===== src/rtl/uart_pkg.sv =====
// uart_pkg: definitions shared by the UART transmitter and receiver.
//   uart_state_t    : serial frame FSM states (IDLE, START, DATA, STOP)
//   UART_DATA_BITS  : data bits per frame (8N1)
//   UART_IDLE_LEVEL : line level while no frame is being sent
//   bit_div()       : system clocks per bit, truncated integer division
package uart_pkg;

  typedef enum logic [1:0] {
    IDLE  = 2'd0,
    START = 2'd1,
    DATA  = 2'd2,
    STOP  = 2'd3
  } uart_state_t;

  localparam int   UART_DATA_BITS  = 8;
  localparam logic UART_IDLE_LEVEL = 1'b1;

  // Clocks per bit. The fractional part is dropped; no error accumulation
  // is attempted, so the bit period is slightly short of nominal.
  function automatic int bit_div(input int clk_freq, input int baud_rate);
    return clk_freq / baud_rate;
  endfunction

endpackage


===== src/rtl/uart_tx_fifo.sv =====
// uart_tx_fifo: single-clock byte FIFO feeding the UART transmitter.
//   clk, rst_n : clock (posedge) and asynchronous active-low reset
//   push, din  : write din when push is high and the FIFO is not full
//   pop        : drop the head entry when pop is high and the FIFO is not empty
//   dout       : current head entry, valid with no read latency while !empty
//   full/empty : status flags, derived directly from the pointers
//   level      : number of stored entries, 0..DEPTH
// Pointers carry one extra wrap bit so full and empty are distinguishable
// without a separate counter; DEPTH must be a power of two.
module uart_tx_fifo #(
  parameter int DEPTH = 16
) (
  input  logic                     clk,
  input  logic                     rst_n,
  input  logic                     push,
  input  logic                     pop,
  input  logic [7:0]               din,
  output logic [7:0]               dout,
  output logic                     full,
  output logic                     empty,
  output logic [$clog2(DEPTH):0]   level
);

  localparam int AW = $clog2(DEPTH);
  localparam logic [AW:0] PTR_ONE = (AW + 1)'(1);

  logic [7:0]  mem_r [DEPTH];
  logic [AW:0] wr_ptr_r;
  logic [AW:0] rd_ptr_r;
  logic        push_ok_s;
  logic        pop_ok_s;

  // Same slot, different lap -> full; identical pointers -> empty.
  assign full      = (wr_ptr_r[AW-1:0] == rd_ptr_r[AW-1:0]) && (wr_ptr_r[AW] != rd_ptr_r[AW]);
  assign empty     = (wr_ptr_r == rd_ptr_r);
  assign level     = wr_ptr_r - rd_ptr_r;
  assign push_ok_s = push && !full;
  assign pop_ok_s  = pop && !empty;
  assign dout      = mem_r[rd_ptr_r[AW-1:0]];

  // Pointer update; reset flushes the queue by equalising the pointers.
  always_ff @(posedge clk or negedge rst_n) begin
    if (!rst_n) begin
      wr_ptr_r <= '0;
      rd_ptr_r <= '0;
    end else begin
      if (push_ok_s) begin
        wr_ptr_r <= wr_ptr_r + PTR_ONE;
      end
      if (pop_ok_s) begin
        rd_ptr_r <= rd_ptr_r + PTR_ONE;
      end
    end
  end

  // Storage write; contents need no reset because the pointers gate reads.
  always_ff @(posedge clk) begin
    if (push_ok_s) begin
      mem_r[wr_ptr_r[AW-1:0]] <= din;
    end
  end

endmodule


===== src/rtl/uart_tx_buffered.sv =====
// uart_tx_buffered: buffered 8N1 UART transmitter.
//   sys_clk, sys_rst_n : clock (posedge) and asynchronous active-low reset
//   tx_data, tx_valid  : byte stream in; a byte is taken when tx_valid && tx_ready
//   tx_ready           : FIFO has room (not full)
//   uart_tx            : registered serial line, idle high, LSB first
//   tx_busy            : registered; high while a frame is sent or bytes are queued
//   fifo_level         : number of queued bytes, 0..FIFO_DEPTH
// Queued bytes go out back-to-back: the STOP bit expiry pops the next byte
// and re-enters START directly, so no idle bit separates frames.
module uart_tx_buffered
  import uart_pkg::*;
#(
  parameter int CLK_FREQ   = 50_000_000,
  parameter int BAUD_RATE  = 115200,
  parameter int FIFO_DEPTH = 16
) (
  input  logic                          sys_clk,
  input  logic                          sys_rst_n,
  input  logic [7:0]                    tx_data,
  input  logic                          tx_valid,
  output logic                          tx_ready,
  output logic                          uart_tx,
  output logic                          tx_busy,
  output logic [$clog2(FIFO_DEPTH):0]   fifo_level
);

  localparam int BIT_DIV = bit_div(CLK_FREQ, BAUD_RATE);
  localparam int BAUD_W  = (BIT_DIV > 1) ? $clog2(BIT_DIV) : 1;

  localparam logic [BAUD_W-1:0] BAUD_LAST = BAUD_W'(BIT_DIV - 1);
  localparam logic [BAUD_W-1:0] BAUD_ONE  = BAUD_W'(1);
  localparam logic [2:0]        BIT_LAST  = 3'(UART_DATA_BITS - 1);
  localparam logic [2:0]        BIT_ONE   = 3'd1;

  localparam logic [1:0] S_IDLE  = IDLE;
  localparam logic [1:0] S_START = START;
  localparam logic [1:0] S_DATA  = DATA;
  localparam logic [1:0] S_STOP  = STOP;

  logic [1:0]        state_r;
  logic [1:0]        state_nxt_s;
  logic [BAUD_W-1:0] baud_cnt_r;
  logic [2:0]        bit_cnt_r;
  logic [7:0]        shift_r;
  logic              uart_tx_r;
  logic              tx_busy_r;
  logic              line_s;
  logic              baud_done_s;
  logic              fifo_pop_s;
  logic [7:0]        fifo_dout_s;
  logic              fifo_full_s;
  logic              fifo_empty_s;

  uart_tx_fifo #(
    .DEPTH (FIFO_DEPTH)
  ) u_fifo (
    .clk   (sys_clk),
    .rst_n (sys_rst_n),
    .push  (tx_valid),
    .pop   (fifo_pop_s),
    .din   (tx_data),
    .dout  (fifo_dout_s),
    .full  (fifo_full_s),
    .empty (fifo_empty_s),
    .level (fifo_level)
  );

  assign baud_done_s = (baud_cnt_r == BAUD_LAST);
  assign tx_ready    = !fifo_full_s;
  assign uart_tx     = uart_tx_r;
  assign tx_busy     = tx_busy_r;

  // Next-state and pop decision; pops happen only from IDLE or at STOP expiry.
  always_comb begin
    state_nxt_s = state_r;
    fifo_pop_s  = 1'b0;
    case (state_r)
      S_IDLE: begin
        if (!fifo_empty_s) begin
          state_nxt_s = S_START;
          fifo_pop_s  = 1'b1;
        end else begin
          state_nxt_s = S_IDLE;
        end
      end
      S_START: begin
        if (baud_done_s) begin
          state_nxt_s = S_DATA;
        end else begin
          state_nxt_s = S_START;
        end
      end
      S_DATA: begin
        if (baud_done_s && (bit_cnt_r == BIT_LAST)) begin
          state_nxt_s = S_STOP;
        end else begin
          state_nxt_s = S_DATA;
        end
      end
      S_STOP: begin
        if (baud_done_s && !fifo_empty_s) begin
          state_nxt_s = S_START;
          fifo_pop_s  = 1'b1;
        end else if (baud_done_s) begin
          state_nxt_s = S_IDLE;
        end else begin
          state_nxt_s = S_STOP;
        end
      end
      default: begin
        state_nxt_s = S_IDLE;
      end
    endcase
  end

  // Line level implied by the current state; registered one cycle later.
  always_comb begin
    line_s = UART_IDLE_LEVEL;
    case (state_r)
      S_START: line_s = 1'b0;
      S_DATA:  line_s = shift_r[0];
      S_IDLE:  line_s = UART_IDLE_LEVEL;
      S_STOP:  line_s = UART_IDLE_LEVEL;
      default: line_s = UART_IDLE_LEVEL;
    endcase
  end

  // FSM, baud/bit counters and shift register.
  always_ff @(posedge sys_clk or negedge sys_rst_n) begin
    if (!sys_rst_n) begin
      state_r    <= S_IDLE;
      baud_cnt_r <= '0;
      bit_cnt_r  <= '0;
      shift_r    <= '0;
    end else begin
      state_r <= state_nxt_s;
      // The counter restarts on every bit boundary and whenever a frame is loaded.
      if (fifo_pop_s || baud_done_s || (state_r == S_IDLE)) begin
        baud_cnt_r <= '0;
      end else begin
        baud_cnt_r <= baud_cnt_r + BAUD_ONE;
      end
      if (fifo_pop_s) begin
        shift_r   <= fifo_dout_s;
        bit_cnt_r <= '0;
      end else if ((state_r == S_DATA) && baud_done_s) begin
        // Bit 7 wraps the counter back to 0, ready for the next frame.
        shift_r   <= {1'b0, shift_r[7:1]};
        bit_cnt_r <= bit_cnt_r + BIT_ONE;
      end else if (state_r == S_START) begin
        bit_cnt_r <= '0;
      end
    end
  end

  // Output registers: line follows the state one cycle later; busy looks ahead
  // at the next state so it drops on the very edge that enters IDLE empty.
  always_ff @(posedge sys_clk or negedge sys_rst_n) begin
    if (!sys_rst_n) begin
      uart_tx_r <= UART_IDLE_LEVEL;
      tx_busy_r <= 1'b0;
    end else begin
      uart_tx_r <= line_s;
      tx_busy_r <= (state_nxt_s != S_IDLE) || !fifo_empty_s;
    end
  end

endmodule

===== config.mk =====
export PLATFORM = sky130hd
export DESIGN_NAME = uart_tx_buffered
export DESIGN_NICKNAME = d
export VERILOG_FILES = /design/src/rtl/uart_pkg.sv /design/src/rtl/uart_tx_fifo.sv /design/src/rtl/uart_tx_buffered.sv
export SDC_FILE = /design/constraint.sdc
export NUM_CORES = 1
export LEC_CHECK = 0
export CORE_AREA = 2 2 76 151
export CTS_CLUSTER_DIAMETER = 80
export DETAILED_ROUTE_END_ITERATION = 10
export DIE_AREA = 0 0 78 153
export PLACE_DENSITY = 0.94
export REMOVE_ABC_BUFFERS = 1
export SKIP_LAST_GASP = 1
export SYNTH_ARGS = -nofsm -noshare
export SYNTH_HDL_FRONTEND = slang
export SYNTH_SLANG_ARGS = --single-unit

===== constraint.sdc =====
create_clock -name sys_clk -period 6.9 [get_ports sys_clk]
set_input_delay 1.38 -clock sys_clk [delete_from_list [all_inputs] [get_ports sys_clk]]
set_output_delay 1.38 -clock sys_clk [all_outputs]
set_load 0.02 [all_outputs]

After elaboration in Yosys (flattened, before gate mapping)
Memories as Yosys holds them, arrays and structs flattened.
Index checks and enable logic that the tools add are counted.
{"block": "op_classes", "shifts": 0, "n_mul": 0, "bitwise_logic": 0, "div": 0, "eq_ne": 8, "n_addsub": 5, "mux": 18, "n_lt_le_gt_ge": 0, "n_reduce_logical": 16}
{"op": "$mux W8", "count": 2}
{"op": "$add A5 B1 Y5 const B", "count": 2}
{"op": "$add A9 B1 Y9 const B", "count": 1}
{"op": "$eq A9 B9 Y1 const B", "count": 1}
{"op": "$mux W3", "count": 3}
{"op": "$mux W9", "count": 1}
{"op": "$pmux W2 S4", "count": 1}
{"op": "$logic_and A1 B1 Y1", "count": 6}
{"op": "$mux W1", "count": 6}
{"op": "$mux W2", "count": 3}
{"op": "$eq A5 B5 Y1", "count": 1}
{"op": "$sub A5 B5 Y5", "count": 1}
{"op": "$eq A2 B2 Y1 const B", "count": 2}
{"op": "$eq A4 B4 Y1", "count": 1}
{"op": "$reduce_bool A2 Y1", "count": 2}
{"op": "$add A3 B1 Y3 const B", "count": 1}
{"op": "$eq A3 B3 Y1 const B", "count": 1}
{"op": "$logic_or A1 B1 Y1", "count": 3}
{"op": "$pmux W1 S3", "count": 1}
{"op": "$reduce_bool A3 Y1", "count": 1}
{"op": "$eq A2 B1 Y1 const B", "count": 1}
{"op": "$logic_not A1 Y1", "count": 2}
{"op": "$logic_not A2 Y1", "count": 1}
{"op": "$pmux W1 S2", "count": 1}
{"op": "2 further kinds", "count": 2}
{"block": "totals", "register_bits": 34, "output_inout_bits": 8, "latch_bits": 0, "in_bits": 11, "rom_bits": 0, "ram_bits": 128, "n_memories": 1}
{"memory": "u_fifo.mem_r", "depth": 16, "word_bits": 8, "rd": 1, "rd_ports_with_merged_regs": 0, "wr": 1, "line": "uart_tx_fifo.sv:27", "text": "logic [7:0] mem_r [DEPTH];"}

Longest topological paths before layout
{"block": "depth", "depth_word": 8, "depth_mapped": 9, "depth_no_buf": 7}

Modules after synthesis
Synthesis repeated with hierarchy kept, for this count alone.
{"block": "unflattened", "cells_unflattened": 412, "hier_area_um2": 6974.2}
{"module": "uart_tx_fifo", "area_per_inst_um2": 5664.2, "cells_each": 299, "n_inst": 1}
{"module": "uart_tx_buffered", "area_per_inst_um2": 1310.0, "cells_each": 113, "n_inst": 1}

Least setup slack after synthesis
No wires, ideal clock.
{"block": "synth_timing", "path_type": "register to output", "start": "register u_fifo.rd_ptr_r[2]", "end": "output port fifo_level[4]", "n_path_buf": 2, "arrival_ps": 1851, "path_stages_with_launch": 8, "slack_ps": 3669, "cell_sequence": "dfrtp_1 -> buf_2 -> buf_1 -> inv_1 -> ha_1 -> a21o_1 -> a21oi_1 -> xnor2_1"}
{"block": "synth_via", "elab_chain_cells": 1}
{"element": "start, declared", "line": "uart_tx_fifo.sv:29", "text": "logic [AW:0] rd_ptr_r;"}
{"element": "start signal, assigned", "line": "uart_tx_fifo.sv:51", "text": "rd_ptr_r <= rd_ptr_r + PTR_ONE;"}
{"element": "$sub A5 B5 Y5", "line": "uart_tx_fifo.sv:36", "text": "assign level = wr_ptr_r - rd_ptr_r;"}
{"element": "end, declared", "line": "uart_tx_buffered.sv:24", "text": "output logic [$clog2(FIFO_DEPTH):0] fifo_level"}
No other way between the ends.

Worst setup path in the final report
{"block": "layout_timing", "start": "register u_fifo.rd_ptr_r[0]", "end": "output port fifo_level[4]"}
The elaborated chain is that of the path after synthesis.

==> results.json <==
{
  "status": "completed",
  "crit_arrival_ns": 2.98,
  "finalWeightedCongestion": 0.8050,
  "cts_made_buffers": 17,
  "wl_um": 13280,
  "crit_fanout": 36,
  "fin_crit_sh_pct": 63.12,
  "dp_slack_ns": 2.955,
  "initial_core_util_pct": 63.52,
  "clk_latency_ns": 0.42,
  "synth-edff-count": 128,
  "cts_resized": 0,
  "synth_cells": 399,
  "finalWorstSetupSlack_ns": 2.544,
  "final_cells": 580,
  "dominantRegCellSynth": "edfxtp_1",
  "seq_area_frac_synth_pct": 68.39,
  "routedWlPerCell_um": 22.90,
  "dp_cells": 548,
  "hpwl_um": 8658,
  "seq_power_share_pct": 39.8,
  "antennaDiodeCount": 0,
  "vias": 3616,
  "synthArstFlopShare_pct": 20.99,
  "rsz0062_at_grt": "no",
  "cts_root_buffer": "clkbuf_16",
  "pwr-share-comb_pct": 34.2,
  "r2r_slack_ns": 3.60,
  "slew_viol_final": 0,
  "cts_sinks": 162,
  "internal_power_mw": 2.199,
  "hold_viol_final": 0,
  "grt_usage_pct": 24.06,
  "ys_warn_count": 0,
  "pin_count": 19,
  "area_growth_pct": 12.61,
  "critPathKind": "reg2out",
  "fin_crit_ns": 4.356,
  "cts.htree.levels": 4,
  "grt_first_pass_wirelength_um": 20910,
  "p_clk_share_pct": 26.0,
  "ir_worst_vdd_v": 0.0003326,
  "dieArea_um2": 11930,
  "final_nets": 458,
  "cts.path.max_buffers": 2,
  "die_w_um": 78,
  "fin_total_pwr_mw": 3.292,
  "cellLeakagePower_nw": 2.861,
  "syn_area_per_cell_um2": 17.21,
  "synth_seq_cells": 162,
  "drtIter0Drc": 348,
  "fmax_mhz": 229.6,
  "p_sw_share_pct": 33.20,
  "cts_hold_buf": 0,
  "holdWs_ns": 0.5303,
  "min_path_type": "reg2reg",
  "endpoint_kind": "output port",
  "port_buffers": 18,
  "post_drt_via_cell_ratio": 6.234,
  "synth_area_um2": 6867,
  "drtPass1Iterations": 4,
  "clk_pin_slew_ns": 0.07,
  "grt_pass1_vias": 3805,
  "antenna_left": 0,
  "ys_types": 43,
  "slew_headroom_pct": 47.33,
  "post-cts-setup-buffer-count": 0,
  "drcViolationCount": 0,
  "grt_overflow": 0,
  "crit_path_start_kind": "register",
  "core_um2": 10810,
  "fin_setup_tns_ns": 0,
  "drv_cap": 0,
  "skew_ns": 0.008297,
  "die_h_um": 153,
  "setup_viol": 0,
  "p_per_area_nw_per_um2": 425.7,
  "drive_gt1_share_pct": 17.73,
  "rows": 54,
  "switching_power_mw": 1.093,
  "antenna_found_initial": 0,
  "cts_tree": "done",
  "worstMarginPinSlew_ns": 0.7872,
  "grt_max_degree": 37,
  "cp_data_required_time_ns": 5.52
}
[cell usage in the layout (no fill, tap or decap), types with 3 or more instances in the layout]
master           instances
a21o_1                   4
a21oi_1                  6
a22o_1                  16
and3_1                  10
buf_4                    7
clkbuf_16               17
clkdlybuf4s50_1         18
clkinv_4                 3
clkinvlp_4               4
dfrtp_1                 32
edfxtp_1               128
ha_1                    19
inv_1                   19
inv_6                    5
mux2i_1                 16
mux4_2                  32
nand2_1                  7
nand3_1                  9
nand4_1                  4
nor2_1                  29
nor3_1                   3
nor4_1                   4
xnor2_1                 16
xor2_1                   4
[path summary, 6_finish.rpt]
kind                                    start                  end  depth (start not counted)
min                             baud_cnt_r[0]        baud_cnt_r[0]                          1
max                        u_fifo.rd_ptr_r[0]        fifo_level[4]                          8
max in group asynchronous           sys_rst_n              uart_tx                          2
max reg2reg                u_fifo.rd_ptr_r[0]  u_fifo.mem_r[14][7]                          6
min reg2reg                     baud_cnt_r[0]        baud_cnt_r[0]                          1
min in group asynchronous           sys_rst_n              tx_busy                          2
[per-layer routing]
metal | part of all wire (%) | GRT usage (%) | vias to the layer above
met5 | 0 | 0 | -
met4 | 2.3 | 8.438 | 0
met3 | 4.1 | 5.903 | 29
met2 | 57 | 43.14 | 135
met1 | 36 | 27.77 | 1854
li1 | - | - | 1598
[worst max-delay path, cell delays in order, from the launching register on]
cell	delay, ns
dfrtp_2	0.34
buf_4	0.54
ha_1	0.30
fa_1	0.23
inv_1	0.06
a21o_1	0.15
a21oi_1	0.17
xnor2_1	0.14
clkdlybuf4s50_1	0.62
[cell usage after synthesis (9+ instances only)]
| master | count | area [um^2] |
|---|---|---|
| dfrtp_1 | 33 | 825.8 |
| nand3_1 | 9 | 45.04 |
| mux4_2 | 32 | 720.7 |
| mux2i_1 | 16 | 160.2 |
| ha_1 | 19 | 237.7 |
| xnor2_1 | 16 | 140.1 |
| nor2_1 | 29 | 108.9 |
| inv_1 | 19 | 71.32 |
| and3_1 | 10 | 62.56 |
| edfxtp_1 | 128 | 3844 |
| a22o_1 | 16 | 140.1 |
[logic make-up after synthesis]
logic type               share of synthesized area [%]
AO/OA/AOI/OAI                                    3.863
AND/OR/NAND/NOR                                  6.104
XOR/XNOR                                         2.551
multiplexers                                     12.99
buffers and inverters                            2.351
adder cells (fa/ha/maj)                          3.754
flip-flops                                       68.39
[power groups by stage]
stage / sequential, mW / combinational (mW) / clock, mW
after floorplan: 1.37 / 0.715 / 0
after global placement: 1.31 / 1.07 / 0
after detailed placement: 1.32 / 1.11 / 0
after CTS: 1.31 / 1.13 / 0.865
after global routing: 1.32 / 1.22 / 0.909
final: 1.31 / 1.12 / 0.856
[registers in the layout, summed over array words and instances, names as in the netlist]
signal	cells
bit_cnt_r	3
u_fifo.mem_r	128
shift_r	8
tx_busy	1
u_fifo.wr_ptr_r	5
uart_tx	1
state_r	2
baud_cnt_r	9
u_fifo.rd_ptr_r	5
[through the flow]
| step | util [%] | area (um^2) |
|---|---|---|
| finish | 71.53 | 7732 |
| global route | 71.53 | 7732 |
| CTS | 71.53 | 7732 |
| detailed placement | 66.47 | 7186 |
| global placement | 66.47 | 7186 |
| floorplan | - | 6777 |
[area by class of cell]
class	instances	area, um^2
inverters	19	71.32
flip-flops and latches	162	4697
clock inverters	15	121.4
well taps	140	175.2
fillers	649	3078
repair buffers	25	232.7
multi-input cells	202	2009
clock buffers	17	425.4
Note: power is estimated with default switching activity, not from simulation.
